--- src/rtl/id_ex_pipe_reg.sv ---
// ID->EX pipeline register: captures the decoded instruction, operands and extended immediate,
// and inserts a one-cycle bubble on load-use hazards. Optional macro: BRANCH_TARGET_EN.
module id_ex_pipe_reg #(
    parameter int unsigned DW    = 32,
    parameter logic [5:0]  LW_OP = 6'b100011
) (
    input  logic          clk,
    input  logic          rst_n,
    input  logic          id_valid,
    input  logic [31:0]   id_instr,
    input  logic [DW-1:0] id_pc_plus4,
    input  logic [DW-1:0] id_rs_data,
    input  logic [DW-1:0] id_rt_data,
    input  logic [1:0]    id_ext_sel,
    input  logic          stall,
    input  logic          flush,
    output logic          hazard_stall,
    output logic          ex_valid,
    output logic [5:0]    ex_opcode,
    output logic [4:0]    ex_rs,
    output logic [4:0]    ex_rt,
    output logic [4:0]    ex_rd,
    output logic [4:0]    ex_shamt,
    output logic [5:0]    ex_funct,
    output logic [DW-1:0] ex_imm32,
    output logic [DW-1:0] ex_rs_data,
    output logic [DW-1:0] ex_rt_data,
    output logic [DW-1:0] ex_pc_plus4,
    output logic          ex_mem_read,
    output logic [DW-1:0] ex_br_target
);

    typedef enum logic [1:0] {
        ExtSign = 2'b00,
        ExtZero = 2'b01,
        ExtLui  = 2'b10,
        ExtAlt  = 2'b11
    } ext_sel_e;

    logic          valid_q, valid_d;
    logic [31:0]   instr_q, instr_d;
    logic [DW-1:0] imm_q, imm_d;
    logic [DW-1:0] rs_data_q, rs_data_d;
    logic [DW-1:0] rt_data_q, rt_data_d;
    logic [DW-1:0] pc4_q, pc4_d;

    logic [15:0]   id_imm;
    logic [DW-1:0] imm_sext;
    logic [DW-1:0] imm_ext;
    logic [4:0]    id_rs;
    logic [4:0]    id_rt;

    assign id_imm   = id_instr[15:0];
    assign id_rs    = id_instr[25:21];
    assign id_rt    = id_instr[20:16];
    assign imm_sext = {{(DW-16){id_imm[15]}}, id_imm};

    always_comb begin
        imm_ext = imm_sext;
        case (ext_sel_e'(id_ext_sel))
            ExtZero: imm_ext = {{(DW-16){1'b0}}, id_imm};
            ExtLui:  imm_ext = {id_imm, {(DW-16){1'b0}}};
            default: imm_ext = imm_sext;
        endcase
    end

    // Decode of the held instruction.
    assign ex_valid    = valid_q;
    assign ex_opcode   = instr_q[31:26];
    assign ex_rs       = instr_q[25:21];
    assign ex_rt       = instr_q[20:16];
    assign ex_rd       = instr_q[15:11];
    assign ex_shamt    = instr_q[10:6];
    assign ex_funct    = instr_q[5:0];
    assign ex_imm32    = imm_q;
    assign ex_rs_data  = rs_data_q;
    assign ex_rt_data  = rt_data_q;
    assign ex_pc_plus4 = pc4_q;
    assign ex_mem_read = valid_q & (instr_q[31:26] == LW_OP);

    // A load into $0 never creates a real dependency.
    assign hazard_stall = ex_mem_read & id_valid & (ex_rt != 5'd0) &
                          ((ex_rt == id_rs) | (ex_rt == id_rt));

    logic do_bubble;
    logic do_load;

    always_comb begin
        do_bubble = 1'b0;
        do_load   = 1'b0;
        if (flush) begin
            do_bubble = 1'b1;
        end else if (stall) begin
            do_bubble = 1'b0;
        end else if (hazard_stall) begin
            do_bubble = 1'b1;
        end else begin
            do_load = 1'b1;
        end
    end

    always_comb begin
        valid_d   = valid_q;
        instr_d   = instr_q;
        imm_d     = imm_q;
        rs_data_d = rs_data_q;
        rt_data_d = rt_data_q;
        pc4_d     = pc4_q;
        if (do_bubble) begin
            valid_d   = 1'b0;
            instr_d   = '0;
            imm_d     = '0;
            rs_data_d = '0;
            rt_data_d = '0;
            pc4_d     = '0;
        end else if (do_load) begin
            valid_d   = id_valid;
            instr_d   = id_instr;
            imm_d     = imm_ext;
            rs_data_d = id_rs_data;
            rt_data_d = id_rt_data;
            pc4_d     = id_pc_plus4;
        end
    end

    always_ff @(posedge clk) begin
        if (!rst_n) begin
            valid_q   <= 1'b0;
            instr_q   <= '0;
            imm_q     <= '0;
            rs_data_q <= '0;
            rt_data_q <= '0;
            pc4_q     <= '0;
        end else begin
            valid_q   <= valid_d;
            instr_q   <= instr_d;
            imm_q     <= imm_d;
            rs_data_q <= rs_data_d;
            rt_data_q <= rt_data_d;
            pc4_q     <= pc4_d;
        end
    end

`ifdef BRANCH_TARGET_EN
    logic [DW-1:0] br_q, br_d;

    // Always sign-extended, independent of id_ext_sel; wraps mod 2^DW.
    always_comb begin
        br_d = br_q;
        if (do_bubble) begin
            br_d = '0;
        end else if (do_load) begin
            br_d = id_pc_plus4 + {imm_sext[DW-3:0], 2'b00};
        end
    end

    always_ff @(posedge clk) begin
        if (!rst_n) begin
            br_q <= '0;
        end else begin
            br_q <= br_d;
        end
    end

    assign ex_br_target = br_q;
`else
    assign ex_br_target = '0;
`endif

endmodule

--- config.mk ---
export PLATFORM = sky130hd
export DESIGN_NAME = id_ex_pipe_reg
export DESIGN_NICKNAME = d
export VERILOG_FILES = /design/src/rtl/id_ex_pipe_reg.sv
export SDC_FILE = /design/constraint.sdc
export NUM_CORES = 1
export LEC_CHECK = 0
export CAP_MARGIN = 20
export CORE_MARGIN = 2
export CORE_UTILIZATION = 38
export DETAILED_ROUTE_END_ITERATION = 10
export GPL_ROUTABILITY_DRIVEN = 0
export PLACE_DENSITY = 0.78
export RECOVER_POWER = 25
export SYNTH_ARGS = -nofsm -noshare
export SYNTH_HDL_FRONTEND = slang
export SYNTH_SLANG_ARGS = --single-unit
--- constraint.sdc ---
create_clock -name clk -period 2.5 [get_ports clk]
set_input_delay 0.625 -clock clk [delete_from_list [all_inputs] [get_ports clk]]
set_output_delay 0.625 -clock clk [all_outputs]
set_load 0.05 [all_outputs]
==> results by group, run 1 <==
Outcome
  – Outcome: finished, violations left
  – Violated checks: negative setup slack

Yosys
  – Mean Syn Cell Area: 11.1 um2
  – Netlist Area Pre-Place: 5800 um2
  – Cell count after synthesis: 523
  – Sequential area share after synthesis: 55.6%
  – Synth top area share: 55.6%
  – Biggest area consumer among synthesized cells: dfxtp_1
  – YS warnings: 0
  – EDFF count, synth: 0
  – Ys flop type: dfxtp_1
  – Post-synth cell types: 31
  – Async SR Flop Fraction: 0%
  – Synth area leaders: dfxtp_1 56%, a22o_1 19%, buf_4 6.1%
  – Register bit total from synthesis: 161

Hold path
  – Hold depth: 2
  – HP Class: reg2reg
  – Worst Hold Launch: ex_imm32[25]
  – Worst Hold End: ex_imm32[25]

Clock tree
  – CTS buffer count: 17
  – Reg clk slew, reported paths: 0.06 ns
  – Clock Latency Late Sink: 0.42 ns
  – Clock Tree Root: clkbuf_16
  – Clk sink count: 161
  – Cts hold-fix bufs: 0
  – CTS tree: built
  – Max Root-Sink Buffers: 2
  – H-tree depth: 4

Detailed routing
  – Antenna Nets Post-Route: 0
  – Vias/cell: 5.29
  – Per-cell routed wire length: 18.4 um
  – DR iter-0 viols: 304
  – Residual DRC: 0
  – First-pass iteration count of the detailed router: 5
  – Post-Route WL: 18.8 mm
  – Via count: 5420

Layout
  – Nets: 961
  – Area growth syn-to-layout: 65.4%
  – Multi-input gate area: 2170 um2
  – Register area: 3250 um2
  – Diodes inserted: 0
  – Layout fillers: 1138
  – Layout cells sized above 1: 10.4%

STA
  – Max Slew Vio Count: 0
  – Worst Slack Setup Final: -0.0441 ns
  – FMAX: 393 MHz
  – Period utilization: 102%
  – RSZ-0062 raised after global routing: true
  – Clock skew: 0.00919 ns
  – Actual slew at the worst max-slew pin: 0.584 ns
  – Final setup violation count: 1
  – Total negative slack: -0.0441 ns
  – Min Clock Period, post-route: 2.54 ns
  – Worst rel slew slack: 61.0%
  – Hold Vio Cnt, Final: 0

Setup path
  – Critical Path End Type: output pin
  – Worst Path Required: 1.88 ns
  – Start of the worst register-to-register path: instr_q[18]
  – Arrival time worst endpoint: 1.92 ns
  – Flop-to-flop setup slack: 0.07 ns
  – Setup CP Type: reg2out
  – Critical Path Source Type: flip-flop
  – Reg2reg end: ex_rs_data[17]
  – Worst reg-to-reg path cell count: 10
  – Crit-path max FO: 2

Job
  – Maxcap violations: 0

Floorplan
  – Die height: 128 um
  – Die ar.: 16300 um2
  – Core area: 15000 um2
  – Die width: 128 um
  – Initial core utilization: 38.6%
  – # rows: 45
  – # IOs: 330

Global route
  – Grt total ovfl: 0
  – Initial antenna violation count: 0
  – Largest net degree at the start of global routing: 59
  – Number of global-route vias before repair: 5492
  – All-Layer GR Usage: 22.6%
  – First-pass GRT wire length: 28.9 mm

Pwr
  – Net Sw Power: 1.72 mW
  – Internal power: 4.49 mW
  – Logic gate share of total power: 17.2%
  – PD cells: 648 nW/um2
  – Clock power share: 39.3%
  – Pwr Total: 6.22 mW
  – Switching share of power: 27.7%
  – Maximum vdd ir drop: 475 uV
  – Sequential share of power: 43.5%
  – Leakage power: 3.87 nW

Placement
  – Port-buffer cells: 297
  – Hpwl dp: 13.6 mm
  – Dpl ws: -0.188 ns
power by group through the flow:
stage               Combinational (mW)  Clock [mW]  Sequential, mW
floorplan                        0.352           0            3.05
global placement                  1.05           0            2.76
detailed placement                1.07           0            2.76
CTS                               1.08        2.47            2.70
global route                      1.12        2.58            2.71
finish                            1.07        2.44            2.70
cell usage in the layout (no fill, tap or decap), drive strengths merged, types with 3 or more instances in the layout:
cell / instances
buf: 34
clkbuf: 22
nand2: 37
a31oi: 18
dlymetal6s2s: 6
dlygate4sd3: 78
clkdlybuf4s50: 210
nand3: 19
o211ai: 16
xnor2: 10
dfxtp: 161
inv: 19
clkinv: 3
a221oi: 16
a22o: 128
clkinvlp: 5
conb: 32
repair_timing:
| action | 4_1_cts | 5_1_grt |
|---|---|---|
| pin swaps | 6 | 8 |
| setup buffers | 6 | 4 |
| gates resized for setup | 3 | 7 |
| setup endpoints to repair | 1 | 145 |
worst max path at each step:
stage	from	endpoint	slack, ns	depth (start not counted)
6_report	instr_q[17]	hazard_stall	-0.04	5
2_1_floorplan	instr_q[28]	hazard_stall	0.002	7
3_3_place_gp	id_instr[21]	hazard_stall	-0.17	7
5_1_grt	id_instr[22]	hazard_stall	-0.11	7
3_5_place_dp	id_instr[23]	ex_imm32[16]	-0.19	8
4_1_cts	instr_q[18]	hazard_stall	-0.11	5
Yosys cell counts (2+ instances only):
library cell,number
a31oi_1,18
a221oi_1,15
ha_1,2
clkbuf_1,24
xnor2_1,10
inv_1,19
dfxtp_1,161
nand3_1,19
nand2_1,37
o211ai_1,15
nor2_1,2
or2_2,2
a22o_1,128
buf_2,6
o211a_1,2
buf_4,47
o21ai_0,2
kinds of logic (layout without fill, tap and decap cells):
logic type	after synthesis	count (layout)	share of synthesized area [%]
AOI/OAI and AO/OA	186	186	27.6
DFF	161	161	55.6
buffers and inverters	97	379	9.58
and+or+nand+nor	66	66	5.20
xor gates and xnor gates	10	10	1.51
adders and majority gates	2	2	0.432
other	1	32	0.0647
flip-flops by register name (all words and copies together), names as in the netlist:
name	cells
ex_valid	1
ex_pc_plus4	32
ex_rs_data	32
ex_rt_data	32
instr_q	32
ex_imm32	32
worst max-delay path, stage by stage, from the launching register on:
cell	delay, ns
dfxtp_4	0.34
or4_4	0.54
o211a_1	0.25
nand2_2	0.09
clkinvlp_4	0.12
buf_12	0.16
layout make-up:
cell class / instances / share of cell area, %
multi-input combinational: 296 / 22.7
clock inverter: 9 / 0.874
sequential: 161 / 33.8
inverter: 19 / 0.783
clock buffer: 22 / 4.84
tap: 188 / 2.45
timing repair buffer: 329 / 34.5
routing by layer:
metal  global-route usage [%]  up-vias  wire [um]
met5                        0        -          0
met4                     9.11        0        612
met3                     8.08       38       1510
met2                     37.7      264       9410
met1                     26.5     2626       7310
li1                         -     2492          -
stage by stage:
stage / utilization (%) / instances / hold WS (ns) / area (um2)
3_5_place_dp: 59.5 / 983 / 0.455 / 8940
6_report: 63.8 / 1024 / 0.466 / 9590
2_1_floorplan: - / 554 / 0.586 / 5960
3_3_place_gp: 59.5 / 983 / 0.455 / 8940
5_1_grt: 63.8 / 1024 / 0.484 / 9590
4_1_cts: 63.4 / 1020 / 0.472 / 9540
Power figures use the tool's default switching activity.
==> run 2, diff against run 1 <==
- CORE_AREA: default -> 2 2 130 132
- CORE_MARGIN: 2 -> default
- CORE_UTILIZATION: 38 -> default
- DIE_AREA: default -> 0 0 132 134
- PLACE_DENSITY: 0.78 -> 0.74
- clock period: 2.5 -> 3.1 ns (I/O delays scaled with it)
==> run 2 against run 1 <==
  * Cell area fell by 1.8%
  * Clock power fell by 18%
  * Die area is 8.8% higher
  * Sequential cell count stayed put
  * Sequential share of layout area grew 0.39 points
  * Via count decreased by 4.9%
  * The flow now finishes without violations
  * Worst hold slack got worse by 0.0035 ns
  * Clock-buffer cell count decreased by 2
  * Worst setup slack gained 0.26 ns
  * Critical path depth grew 2
  * Highest routed layer unchanged
  * Largest cell class is now flip-flops and latches
  * Register-to-register slack gained 0.64 ns
==> results by group, run 2 (synthesized netlist as in run 1, its figures left out) <==
STA
  – Hold Vio Cnt, Final: 0 (unchanged)
  – Final setup violation count: 0 (-1)
  – RSZ-0062 raised after global routing: false
  – Worst rel slew slack: 51.0% (-10 points)
  – FMAX: 347 MHz
  – Actual slew at the worst max-slew pin: 0.736 ns (+0.152 ns)
  – Worst Slack Setup Final: 0.215 ns (+0.260 ns)
  – Final hold slack: 0.462 ns (-0.00355 ns)
  – Period utilization: 93.1%
  – Max Slew Vio Count: 0 (unchanged)
  – Clock skew: 0.0118 ns (+0.00265 ns)
  – Min Clock Period, post-route: 2.88 ns
  – Total negative slack: 0 ns (+0.0441 ns)

Clock tree
  – CTS buffer count: 17 (unchanged)
  – Reg clk slew, reported paths: 0.06 ns (about the same)
  – Clock Tree Root: clkbuf_16
  – Post-cts sizing count: 0 (-3)
  – H-tree depth: 4 (unchanged)
  – Cts hold-fix bufs: 0 (unchanged)
  – Number of setup buffers added after CTS: 0 (-6)
  – CTS tree: built
  – Max Root-Sink Buffers: 2 (unchanged)
  – Clock Latency Late Sink: 0.42 ns (about the same)
  – Clk sink count: 161 (unchanged)

Placement
  – Dpl ws: 0.224 ns (+0.412 ns)
  – Placed cells: 1006 (+2.3%)
  – Port-buffer cells: 297 (unchanged)
  – Placed cell area: 8870 um2 (-0.76%)
  – Hpwl dp: 12.6 mm (-7.5%)

Hold path
  – Hold depth: 2 (unchanged)
  – Worst Hold Launch: ex_imm32[25]
  – Worst Hold End: ex_imm32[25]
  – HP Class: reg2reg

Global route
  – Initial antenna violation count: 0 (unchanged)
  – First-pass GRT wire length: 27.8 mm (-3.8%)
  – All-Layer GR Usage: 19.5% (-3.1 points)
  – Grt total ovfl: 0 (unchanged)
  – Number of global-route vias before repair: 5054 (-8.0%)
  – Largest net degree at the start of global routing: 72 (+22%)

Layout
  – Commonest non-fill, non-tap cells in the layout: 226 x clkdlybuf4s50_1, 160 x dfxtp_1, 128 x a22o_1
  – Post-Layout Cell Count: 1038 (+1.4%)
  – Nets: 942 (-2.0%)
  – Final Cell Area: 9420 um2 (-1.8%)
  – Layout cells sized above 1: 6.72% (-3.7 points)
  – Most common cell after layout, fill and taps aside: clkdlybuf4s50_1
  – Area growth syn-to-layout: 62.5%
  – Post-layout util: 57.8% (-6.0 points)
  – Diodes inserted: 0 (unchanged)
  – Layout fillers: 1401 (+23%)

Setup path
  – Critical Path End Type: output pin
  – Start of the worst register-to-register path: instr_q[18]
  – Crit-path max FO: 2 (unchanged)
  – Critical Path Source Type: input pin
  – Flop-to-flop setup slack: 0.71 ns (+0.64 ns)
  – Reg2reg end: ex_imm32[26]
  – Setup CP Type: in2out
  – Arrival time worst endpoint: 2.11 ns (+0.19 ns)
  – Worst Path Required: 2.32 ns (+0.44 ns)
  – Worst reg-to-reg path cell count: 5 (-5)

Job
  – Maxcap violations: 0 (unchanged)

Floorplan
  – # IOs: 330 (unchanged)
  – Die width: 132 um (+3.5%)
  – Die ar.: 17700 um2 (+8.8%)
  – # rows: 47 (+4.4%)
  – Core area: 16300 um2 (+8.4%)
  – Initial core utilization: 35.6% (-3.0 points)
  – Die height: 134 um (+5.1%)

Detailed routing
  – Residual DRC: 0 (unchanged)
  – DR iter-0 viols: 310 (+2.0%)
  – Vias/cell: 4.97 (-6.2%)
  – First-pass iteration count of the detailed router: 4 (-1)
  – Per-cell routed wire length: 17.3 um (-6.2%)
  – Post-Route WL: 17.9 mm (-4.9%)
  – Via count: 5156 (-4.9%)
  – Antenna Nets Post-Route: 0 (unchanged)

Pwr
  – Leakage power: 3.71 nW (-4.3%)
  – Maximum vdd ir drop: 352 uV (-26%)
  – PD cells: 532 nW/um2 (-18%)
  – Pwr Total: 5.01 mW (-19%)

Outcome
  – Outcome: finished clean
[run 2: cell count changes in the layout (fill, tap and decap cells not counted), moves of 6 or more]
| cell | previous run | this run |
|---|---|---|
| clkdlybuf4s50_1 | 210 | 226 |
| buf_4 | 26 | 9 |
| dlymetal6s2s_1 | 6 | 0 |
| dfxtp_2 | 9 | 1 |
| dlygate4sd3_1 | 78 | 69 |
| dfxtp_1 | 149 | 160 |
[run 2: worst max path at each step]
stage,start,endpoint
finish,id_instr[23],hazard_stall
global route,id_instr[23],hazard_stall
CTS,id_instr[23],hazard_stall
detailed placement,id_instr[23],hazard_stall
floorplan,instr_q[28],hazard_stall
global placement,id_instr[23],hazard_stall
[run 2: worst max-delay path, cell delays in order]
cell,delay (ns)
clkdlybuf4s50_1,0.49
xnor2_1,0.13
nand3_1,0.15
o22ai_2,0.20
nand2_1,0.10
inv_1,0.11
buf_12,0.14
[run 2: area by class of cell]
class	count	area, um2	share of cell area (%)
Clock buffer	20	447	4.74
Clock inverter	12	109	1.16
Inverter	19	71.3	0.757
Multi-Input combinational cell	296	2150	22.8
Sequential cell	161	3220	34.2
Tap cell	220	275	2.92
Timing Repair Buffer	310	3140	33.3
[run 2: layer usage]
layer | GRT usage (%) | share of wire (%)
met1 | 24.9 | 42
met2 | 31.5 | 48
met3 | 5.82 | 7.3
met4 | 7.07 | 2.0
met5 | 0 | 0
[run 2: report_power, final]
| part | leakage [nW] | switching (mW) | internal, mW |
|---|---|---|---|
| Sequential | 1.31 | 0.0413 | 2.14 |
| Combinational | 2.13 | 0.504 | 0.333 |
| Clock | 0.271 | 0.861 | 1.13 |
| Total | 3.71 | 1.41 | 3.60 |
